### src/rtl/regfile_2r1w.sv
// -----------------------------------------------------------------------------
// regfile_2r1w
//
// Register file with one synchronous write port and two independent
// combinational read ports. It sits between the writeback mux (data_in) and
// the A/B operand registers that feed the shifter/ALU.
//
// Each register has a "written since reset" flag, which is reported on
// valid_a / valid_b. The BYPASS parameter lets a read of the register being
// written this cycle see the incoming data_in. The ZERO_R0 parameter
// hardwires R0 to zero.
//
// Parameters
//   WIDTH    data width of each register
//   DEPTH    number of registers; must be a power of 2 and >= 2
//   BYPASS   1: a read of the index being written returns data_in
//   ZERO_R0  1: R0 always reads 0 with valid=1, and writes to R0 are dropped
//
// Ports
//   clk         rising-edge clock
//   reset       synchronous, active-high; clears every register and flag
//   data_in     write data
//   writenum    write register index
//   write       write enable
//   readnum_a   read port A index
//   readnum_b   read port B index
//   data_out_a  read port A data
//   data_out_b  read port B data
//   valid_a     register at readnum_a has been written since reset
//   valid_b     register at readnum_b has been written since reset
// -----------------------------------------------------------------------------
module regfile_2r1w #(
    parameter int WIDTH   = 16,
    parameter int DEPTH   = 8,
    parameter int BYPASS  = 1,
    parameter int ZERO_R0 = 0,
    localparam int AW     = $clog2(DEPTH)
) (
    input  logic             clk,
    input  logic             reset,
    input  logic [WIDTH-1:0] data_in,
    input  logic [AW-1:0]    writenum,
    input  logic             write,
    input  logic [AW-1:0]    readnum_a,
    input  logic [AW-1:0]    readnum_b,
    output logic [WIDTH-1:0] data_out_a,
    output logic [WIDTH-1:0] data_out_b,
    output logic             valid_a,
    output logic             valid_b
);

    logic [WIDTH-1:0] regs [DEPTH];
    logic [DEPTH-1:0] written;

    // A write to R0 is discarded when R0 is hardwired, so R0 stays at its
    // reset value. The read path masks R0 anyway; keeping the storage at
    // zero means the stored copy never disagrees with what is read.
    logic wr_en;
    assign wr_en = write && !((ZERO_R0 != 0) && (writenum == '0));

    always_ff @(posedge clk) begin
        if (reset) begin
            for (int i = 0; i < DEPTH; i++) begin
                regs[i] <= '0;
            end
            written <= '0;
        end else if (wr_en) begin
            regs[writenum]    <= data_in;
            written[writenum] <= 1'b1;
        end
    end

    // The bypass is live only while a write will actually land on the next
    // edge. It is therefore suppressed during reset and for a hardwired R0,
    // which wr_en already excludes.
    logic byp_live;
    assign byp_live = (BYPASS != 0) && wr_en && !reset;

    // Returns {valid, data} for one read port. Priority order:
    // hardwired R0, then the bypass, then the stored contents.
    function automatic logic [WIDTH:0] read_port(
        input logic [AW-1:0]    idx,
        input logic [WIDTH-1:0] stored,
        input logic             stored_vld,
        input logic             byp,
        input logic [AW-1:0]    wr_idx,
        input logic [WIDTH-1:0] wr_data
    );
        logic [WIDTH:0] res;
        res = {stored_vld, stored};
        if ((ZERO_R0 != 0) && (idx == '0)) begin
            res = {1'b1, {WIDTH{1'b0}}};
        end else if (byp && (wr_idx == idx)) begin
            res = {1'b1, wr_data};
        end
        return res;
    endfunction

    always_comb begin
        {valid_a, data_out_a} = read_port(readnum_a, regs[readnum_a], written[readnum_a],
                                          byp_live, writenum, data_in);
        {valid_b, data_out_b} = read_port(readnum_b, regs[readnum_b], written[readnum_b],
                                          byp_live, writenum, data_in);
    end

endmodule

### config.mk
export PLATFORM = sky130hd
export DESIGN_NAME = regfile_2r1w
export DESIGN_NICKNAME = d
export VERILOG_FILES = /design/src/rtl/regfile_2r1w.sv
export SDC_FILE = /design/constraint.sdc
export NUM_CORES = 1
export LEC_CHECK = 0
export ABC_AREA = 0
export CAP_MARGIN = 0
export CORE_MARGIN = 3
export CORE_UTILIZATION = 48
export CTS_BUF_LIST = sky130_fd_sc_hd__clkbuf_4 sky130_fd_sc_hd__clkbuf_8
export DETAILED_ROUTE_END_ITERATION = 7
export PLACE_DENSITY = 0.66
export SLEW_MARGIN = 20
export SYNTH_ARGS = -nofsm -noshare
export SYNTH_HDL_FRONTEND = slang
export SYNTH_SLANG_ARGS = --single-unit
### constraint.sdc
create_clock -name clk -period 3.9 [get_ports clk]
set_clock_uncertainty 0.05 [all_clocks]
set_input_delay 0.78 -clock clk [delete_from_list [all_inputs] [get_ports clk]]
set_output_delay 0.78 -clock clk [all_outputs]
set_load 0.01 [all_outputs]
# After elaboration in Yosys (flattened, before gate mapping)
# Memory sizes are Yosys's and may differ from the RTL's.
# Cells that the tools add are included.
# word_totals
elab_cells	31
register_bits	8
out_inout_bits	34
mem_count	1
input_bits	28
ramBits	128
# memory_table
name	words	width	read_ports	rd_clocked_by_memory_dff	write_ports	line	text
regs	8	16	2	0	8	52	logic [WIDTH-1:0] regs [DEPTH];
# classes
n_eq_ne	2
bitwise_logic	1
reduce_logical	6
muxes	16
magnitude_cmp	4
# ops
cell	count
two-way mux 17 bit	2
two-way mux 16 bit	1
OR reduction 16 bit	1
< comparator 3 x 4 -> 1 bit (second input constant)	3
two-way mux 1 bit	9
OR 8 bit	1
binary-select mux 1 bit (select 3 bit)	2
equality test 3 bit	2
logical AND 1 bit	4
demux 1 bit (select 3 bit)	1
>= comparator 3 x 1 -> 1 bit (second input constant)	1
two-way mux 3 bit	1
zero test 1 bit	1

# Logic depth before layout (Yosys ltp)
# Gate-level depths: netlist (run 1).
# logic_depth
depth_word	5
depth_mapped	6
depth_no_buf	3

# Worst setup path before layout (run 1)
# Ideal clock, no wire load.
# synth_timing
path_kind	input -> output
start	input readnum_b[1]
end	output data_out_b[8]
n_path_buf	2
arrival_ns	2.242
required_ns	3.070
setup_slack_ns	0.828
path_stages	5
path_cell_list	clkbuf_1 > clkbuf_1 > mux4_1 > mux2_2 > mux2_2
# synth_between
elab_chain_len	3
word_cells_on_any_way	4
cone_classes	eq/ne (1); mux (1); reduce/logical (1); memory (1)
# synth_rtl
element	line	text
start: declaration	45	input logic [AW-1:0] readnum_b,
branches (longest 2 deep; another with memory read (8 x 16 bit))	-	
two-way mux 17 bit (*)	93	end else if (byp && (wr_idx == idx)) begin
end: declaration	47	output logic [WIDTH-1:0] data_out_b,
# Every way passes the cells marked *.

# Worst setup path in the final report (run 1)
# layout_timing
start	input readnum_a[1]
end	output data_out_a[6]
# layout_between
elab_chain_len	3
word_cells_on_any_way	4
cone_classes	eq/ne (1); mux (1); reduce/logical (1); memory (1)
# layout_rtl
element	line	text
start: declaration	44	input logic [AW-1:0] readnum_a,
branches (longest 2 deep; another with memory read (8 x 16 bit))	-	
two-way mux 17 bit (*)	93	
end: declaration	46	output logic [WIDTH-1:0] data_out_a,
# Marks and branches as above.

==> results of run 1 <==
## through the flow
stage / hold slack [ps] / utilization (%) / power (uW)
2_1_floorplan: 385 / - / 2090
3_3_place_gp: 395 / 55.3 / 2350
3_5_place_dp: 416 / 55.3 / 2360
4_1_cts: 436 / 57.8 / 3510
5_1_grt: 448 / 57.8 / 3600
6_report: 443 / 57.8 / 3490
## registers in the layout, indices dropped and copies added (netlist names)
name,flops
regs,128
written,8
## cells by family (layout without fill, tap and decap cells)
family / after synthesis / count (layout) / share of synthesized area [%]
xor gates and xnor gates: 6 / 6 / 0.669
and+or+nand+nor: 148 / 148 / 11.7
muxes: 134 / 134 / 32.4
DFF: 136 / 136 / 51.0
buffers and inverters: 35 / 125 / 3.09
AOI/OAI and AO/OA: 14 / 14 / 1.15
## power by group through the flow
stage | Clock (uW) | Combinational [uW] | Sequential (uW)
5_1_grt | 1230 | 637 | 1730
3_5_place_dp | 0 | 606 | 1760
3_3_place_gp | 0 | 599 | 1750
2_1_floorplan | 0 | 350 | 1740
6_report | 1150 | 607 | 1730
4_1_cts | 1170 | 609 | 1720
## final cells by class
cell class                      count  area (um^2)  share of cell area [%]
Timing Repair Buffer               92          933                    10.1
Multi-Input combinational cell    302         3610                    39.2
Clock buffer                       21          264                    2.86
Sequential cell                   136         4000                    43.4
Inverter                            1         3.75                  0.0407
Clock inverter                     11          130                    1.41
Tap cell                          216          270                    2.93
## synthesized netlist by cell type, types with 2 or more instances
cell      number  area share [%]
edfxtp_1     128              49
dfxtp_1        8             2.0
mux4_1        63              21
clkbuf_2       3            0.19
xnor2_1        6            0.67
mux4_2         5             1.4
buf_6         14             2.0
o21ai_0        6            0.38
nor2_1         6            0.29
and2_1       128              10
nand2_1        3            0.14
nand4_1        2            0.16
mux2_4        10             1.9
a21o_1         8            0.76
nand2b_1       2            0.16
mux2_2        54             7.7
clkbuf_1      14            0.67
mux2i_1        2            0.25
buf_2          2            0.13
or2_2          2            0.16
## metal layers
layer  GRT usage (%)  vias to the layer above  wire length [um]
met5               0                        -                 0
met4            6.97                        0               378
met3            3.71                       28              1210
met2            39.8                      200             10400
met1            31.0                     2438              8420
li1                -                     2044                 -
## worst paths after layout
path | from | endpoint | slack, ps | cells past startpoint
setup / recovery | readnum_a[1] | data_out_a[6] | 100 | 6
hold / removal | written[6] | written[6] | 440 | 1
setup reg to reg | written[7] | written[7] | 3260 | 1
hold reg to reg | written[6] | written[6] | 440 | 1
## cell usage in the layout (no fill, tap or decap), types with 3 or more instances in the layout
cell type	netlist	final
a21o_1	8	8
and2_1	128	128
buf_12	0	8
buf_4	0	23
bufinv_16	0	3
clkbuf_4	0	4
clkbuf_8	0	17
clkdlybuf4s50_1	0	59
clkinv_2	0	5
dfxtp_1	8	8
edfxtp_1	128	128
mux2_2	54	54
mux2_4	10	10
mux4_1	63	63
mux4_2	5	5
nand2_1	3	3
nor2_1	6	6
o21ai_1	0	6
xnor2_1	6	6
==> impl_metrics.toml, run 1 <==
[finish]
n_antenna_cell = 0
area_delta_synth_final_pct = 17.4
drive_gt1_share_pct = 24.3
fin_nets = 578
final_cells = 779
stdcell_area_mm2 = 0.00922
fill_cells = 1250

[global_route]
grt_pass1_wl_um = 30400
grt_pass1_vias = 4891
grt_start_max_net_pins = 36
grtUsageTotal_pct = 23.3
grt_remaining_overflow = 0
grt_antenna_before_repair = 0

[setup_path]
required_ps = 3070
slowest_delay_ps = 500
crit_slowest_cell = "clkdlybuf4s50_1"
cp.arrival_ps = 2970
end_kind = "output port"
path_cells = "clkdlybuf4s50_1 > buf_12 > mux4_1 > mux2_2 > mux2_2 > clkdlybuf4s50_1"
crit_path_start_kind = "input port"
crit_type = "input port to output port"
path_buf_inv = 3
cp_top_family = "buffers and inverters"
cp_max_fo = 35

[sta]
max_freq_mhz = 263
hold_violations = 0
rsz0062_at_grt = "no"
slew_headroom_pct = 46.5
setup_slack_ps = 96.5
setup_tns_ps = 0
tightest_slew_ps = 799
drv_slew = 0
fin_crit_ps = 3800
setup_violations = 0
period_share_pct = 97.5

[floorplan]
die_x_um = 134
initial_utilization_pct = 49.2
die-area_mm2 = 0.0179
num_rows = 46
die_y_um = 134
ioPinCount = 62
core-area_mm2 = 0.0159

[synth]
synth_enable_flop_cells = 128
yosysUniqueCellTypes = 27
ys.warnings.count = 0
syn_inst = 473
avgSynthCellArea_um2 = 16.6
synth_flop_cell = "edfxtp_1"
syn_area_mm2 = 0.00785
synth_nets = 501
synth_seq_cells = 136
synthArstFlopShare_pct = 0
ys_seq_area_share_pct = 51.0

[job]
cap_violations = 0

[route]
routedWlPerCell_um = 26.1
route.detailed.drc = 0
first_pass_iters = 5
routed_via_density = 6.05
vias = 4710
drt_iter0_markers = 427
wl_um = 20400
drtAntennaViolNets = 0

[place]
place_hpwl_um = 12900
io_buffers = 61
place.gp.congestion = 0.797
dp.cells = 747
dp_slack_ps = 105
placed_cell_area_mm2 = 0.00882

[cts]
cts_tree = "done"
root_buffer = "clkbuf_8"
cts_num_sinks = 136
worstSkewPairLatency_ps = 430
postCtsHoldBufs = 0
htree_levels = 4
clk_pin_slew_ps = 70
ctsLongestPathBuffers = 2
numCtsBuffers = 17
post_cts_buffers = 0
cts-resized-gates = 0

[pwr]
powerDensity_mw_per_mm2 = 378
switching_share_pct = 23.1
ir_drop_mv = 0.225
p_int_uw = 2680
p_switching_uw = 807
seqPwrFrac_pct = 49.5
combPwrFrac_pct = 17.4
pwr-share-clk_pct = 33.1
leakage_uw = 0.00350

[hold_path]
worstHoldPathType = "flop to flop"

[status]
status = "completed"
(Power assumes the default switching activity.)
==> run 2: changes to the inputs <==
- DONT_BUFFER_PORTS: unset -> 1
- PLACE_DENSITY: 0.66 -> 0.61
==> run 2 against run 1 <==
Effect of this change: sequential power is essentially flat; maximum frequency increased by 26%; die area stayed put; count of clock-buffer cells in the layout decreased by 2; non-clock buffer count down 79; critical path depth fell by 2; largest power group unchanged; highest routed layer unchanged.
==> impl_metrics.toml, run 2 (synthesized netlist as in run 1, its figures left out) <==
[status]
status = "completed"

[sta]
drv_slew = 0
fin_crit_ps = 3020
period_share_pct = 77.5
slew_headroom_pct = 29.8
setup_violations = 0
tightest_slew_ps = 1050
setup_tns_ps = 0
max_freq_mhz = 331
hold_violations = 0
rsz0062_at_grt = "no"

[finish]
fin_nets = 499
stdcell_area_mm2 = 0.00842
n_antenna_cell = 0
drive_gt1_share_pct = 26.1
largest_register_ffs = 128
largest-register = "regs"
largestRegisters = "regs: 128 flops, written: 8 flops"
area_delta_synth_final_pct = 7.19
final_cell_mix = "and2_1 (128), edfxtp_1 (128), mux4_1 (63), mux2_2 (54), clkbuf_8 (17)"

[floorplan]
num_rows = 46
die-area_mm2 = 0.0179
die_y_um = 134
core-area_mm2 = 0.0159
initial_utilization_pct = 49.2
die_x_um = 134
ioPinCount = 62

[cts]
clk_pin_slew_ps = 70
cts-resized-gates = 0
cts_num_sinks = 136
ctsLongestPathBuffers = 2
cts_tree = "done"
post_cts_buffers = 0
worstSkewPairLatency_ps = 440
numCtsBuffers = 17
postCtsHoldBufs = 0
root_buffer = "clkbuf_8"
htree_levels = 4

[place]
placed_cell_area_mm2 = 0.00803
io_buffers = 0
place_hpwl_um = 12400
place.gp.congestion = 0.788

[setup_path]
critPathLaunch = "readnum_a[1]"
crit_type = "input port to output port"
end_kind = "output port"
cp_max_fo = 35
r2r-start = "written[4]"
required_ps = 3070
crit_path_start_kind = "input port"
cp.arrival_ps = 2190
ff2ff_path_depth = 1

[global_route]
grt_remaining_overflow = 0
grt_pass1_wl_um = 30400
grt_start_max_net_pins = 36
grtUsageTotal_pct = 23.8
grt_antenna_before_repair = 0
grt_pass1_vias = 4592

[route]
vias = 4383
routed_via_density = 6.27
route.detailed.drc = 0
drtAntennaViolNets = 0
first_pass_iters = 5
drt_iter0_markers = 465
routedWlPerCell_um = 29.2
wl_um = 20400

[pwr]
ir_drop_mv = 0.206
powerDensity_mw_per_mm2 = 389
power_uw = 3280
leakage_uw = 0.00314

[hold_path]
worstHoldPathType = "flop to flop"
hold_start = "written[5]"
whs_path_depth = 1

[job]
cap_violations = 0
## run 2: metrics by stage
stage / utilization (%) / hold slack [ps] / worst slack, ps / std cells
6_report: 52.8 / 428 / 879 / 699
5_1_grt: 52.8 / 453 / 802 / 699
4_1_cts: 52.8 / 427 / 862 / 699
3_5_place_dp: 50.4 / 412 / 926 / 668
3_3_place_gp: 50.4 / 394 / 897 / 668
2_1_floorplan: - / 385 / 828 / 473
## run 2: worst paths after layout
| path | endpoint | slack, ps |
|---|---|---|
| worst max-delay path | data_out_a[10] | 880 |
| worst min-delay path | written[5] | 430 |
| worst max register to register | written[4] | 3250 |
| worst min register to register | written[5] | 430 |
## run 2: report_power, final
group | total (uW) | switching (uW) | internal (uW)
Sequential | 1720 | 39.4 | 1690
Clock | 1150 | 523 | 629
Combinational | 399 | 176 | 223
## run 2: layout make-up
class	count	area [um^2]
flip-flops and latches	136	4000
clock buffers	19	249
inverters	1	3.75
clock inverters	12	134
multi-input cells	302	3640
well taps	216	270
repair buffers	13	110
fillers	1321	7530
## run 2: metal layers
metal / up-vias / GRT usage (%) / wire length [um]
met2: 142 / 38.8 / 10100
li1: 1888 / - / -
met1: 2320 / 30.9 / 8550
met5: - / 0 / 0
met4: 0 / 8.86 / 470
met3: 33 / 6.49 / 1300
## run 2: critical path, cell delays in order
cell and delay (ps):
xnor2_1 140, nand4_1 550, buf_12 380, mux2_4 320
==> run 3: changes to the inputs <==
- PLACE_DENSITY: 0.61 -> 0.63
- clock period: 3.9 -> 2.6 ns (I/O delays scaled with it)
==> run 3 against run 2 <==
Effect of this change: clock power up 43%; sequential share of layout area shrank 0.48 points; count of clock-buffer cells in the layout unchanged; global-route usage down 0.60 points; largest power group unchanged.
==> impl_metrics.toml, run 3 (synthesized netlist as in run 1, its figures left out) <==
[cts]
cts_tree = "done"
postCtsHoldBufs = 0
cts-resized-gates = 0
numCtsBuffers = 17
htree_levels = 4
clk_pin_slew_ps = 80
cts_num_sinks = 136
post_cts_buffers = 0
ctsLongestPathBuffers = 2
worstSkewPairLatency_ps = 440
root_buffer = "clkbuf_8"

[global_route]
grt_antenna_before_repair = 0
grt_remaining_overflow = 0
grt_pass1_vias = 4541
grt_pass1_wl_um = 29700
grtUsageTotal_pct = 23.2
grt_start_max_net_pins = 36

[finish]
ff_latch_area_mm2 = 0.00400
largest-register = "regs"
fin_nets = 517
largestRegisters = "regs: 128 flops, written: 8 flops"
drive_gt1_share_pct = 28.5
multiInputGateArea_mm2 = 0.00362
fill_cells = 1311
final_cell_mix = "and2_1 (128), edfxtp_1 (128), mux4_1 (58), mux2_2 (53), buf_4 (30)"
stdcell_area_mm2 = 0.00850
area_delta_synth_final_pct = 8.27
n_antenna_cell = 0
finalCoreUtilization_pct = 53.3
largest_register_ffs = 128
final_cells = 718

[sta]
rsz0062_at_grt = "yes"
max_freq_mhz = 392
hold_violations = 0
setup_slack_ps = 51.1
drv_slew = 0
tightest_slew_ps = 602
setup_violations = 0
slew_headroom_pct = 59.8
fin_crit_ps = 2550
period_share_pct = 98.0

[floorplan]
die-area_mm2 = 0.0179
die_x_um = 134
initial_utilization_pct = 49.2
die_y_um = 134
ioPinCount = 62
num_rows = 46
core-area_mm2 = 0.0159

[setup_path]
crit_path_start_kind = "flop"
cp.arrival_ps = 1980
required_ps = 2030
cp_max_fo = 2
reg2reg_slack_ps = 1960
end_kind = "output port"
crit_type = "flop to output port"

[place]
dp.cells = 686
placed_cell_area_mm2 = 0.00816
place.gp.congestion = 0.793
io_buffers = 0
place_hpwl_um = 12600
dp_slack_ps = 326

[route]
vias = 4428
drtAntennaViolNets = 0
route.detailed.drc = 0
routed_via_density = 6.17
wl_um = 20000
routedWlPerCell_um = 27.9
first_pass_iters = 5
drt_iter0_markers = 435

[status]
status = "completed"

[job]
cap_violations = 0

[pwr]
power_uw = 4840
leakage_uw = 0.00321
ir_drop_mv = 0.314
powerDensity_mw_per_mm2 = 570

[hold_path]
worstHoldPathType = "input port to flop"
-- run 3: power by group --
| group | internal (uW) | leakage, uW | switching, uW |
|---|---|---|---|
| clock | 845 | 0.000187 | 799 |
| combinational | 351 | 0.00173 | 262 |
| sequential | 2530 | 0.00129 | 60.5 |
-- run 3: layout make-up --
cell class,count,area share (%)
Sequential cell,136,47.1
Inverter,1,0.0442
Timing Repair Buffer,31,2.88
Clock inverter,13,1.31
Multi-Input combinational cell,302,42.6
Tap cell,216,3.18
Clock buffer,19,2.93
-- run 3: final timing paths --
| kind | from | endpoint | cells past startpoint |
|---|---|---|---|
| setup / recovery | regs[5][8] | data_out_a[8] | 3 |
| hold / removal | data_in[2] | regs[4][2] | 1 |
| setup reg to reg | written[3] | written[3] | 1 |
| hold reg to reg | written[7] | written[7] | 1 |
-- run 3: critical path, stage by stage, from the launching register on --
cell and delay (ps):
edfxtp_1 380, mux4_1 550, mux2_2 290, mux2_2 310
-- run 3: routing by layer --
metal,routed length (um),global-route usage (%)
met5,0,0
met4,303,7.03
met3,1300,5.06
met2,9800,37.2
met1,8620,32.3
-- run 3: through the flow --
stage / setup TNS, ps / hold slack (ps)
floorplan: -9000 / 385
global placement: 0 / 396
detailed placement: 0 / 416
CTS: 0 / 189
global route: -52.5 / 182
finish: 0 / 210
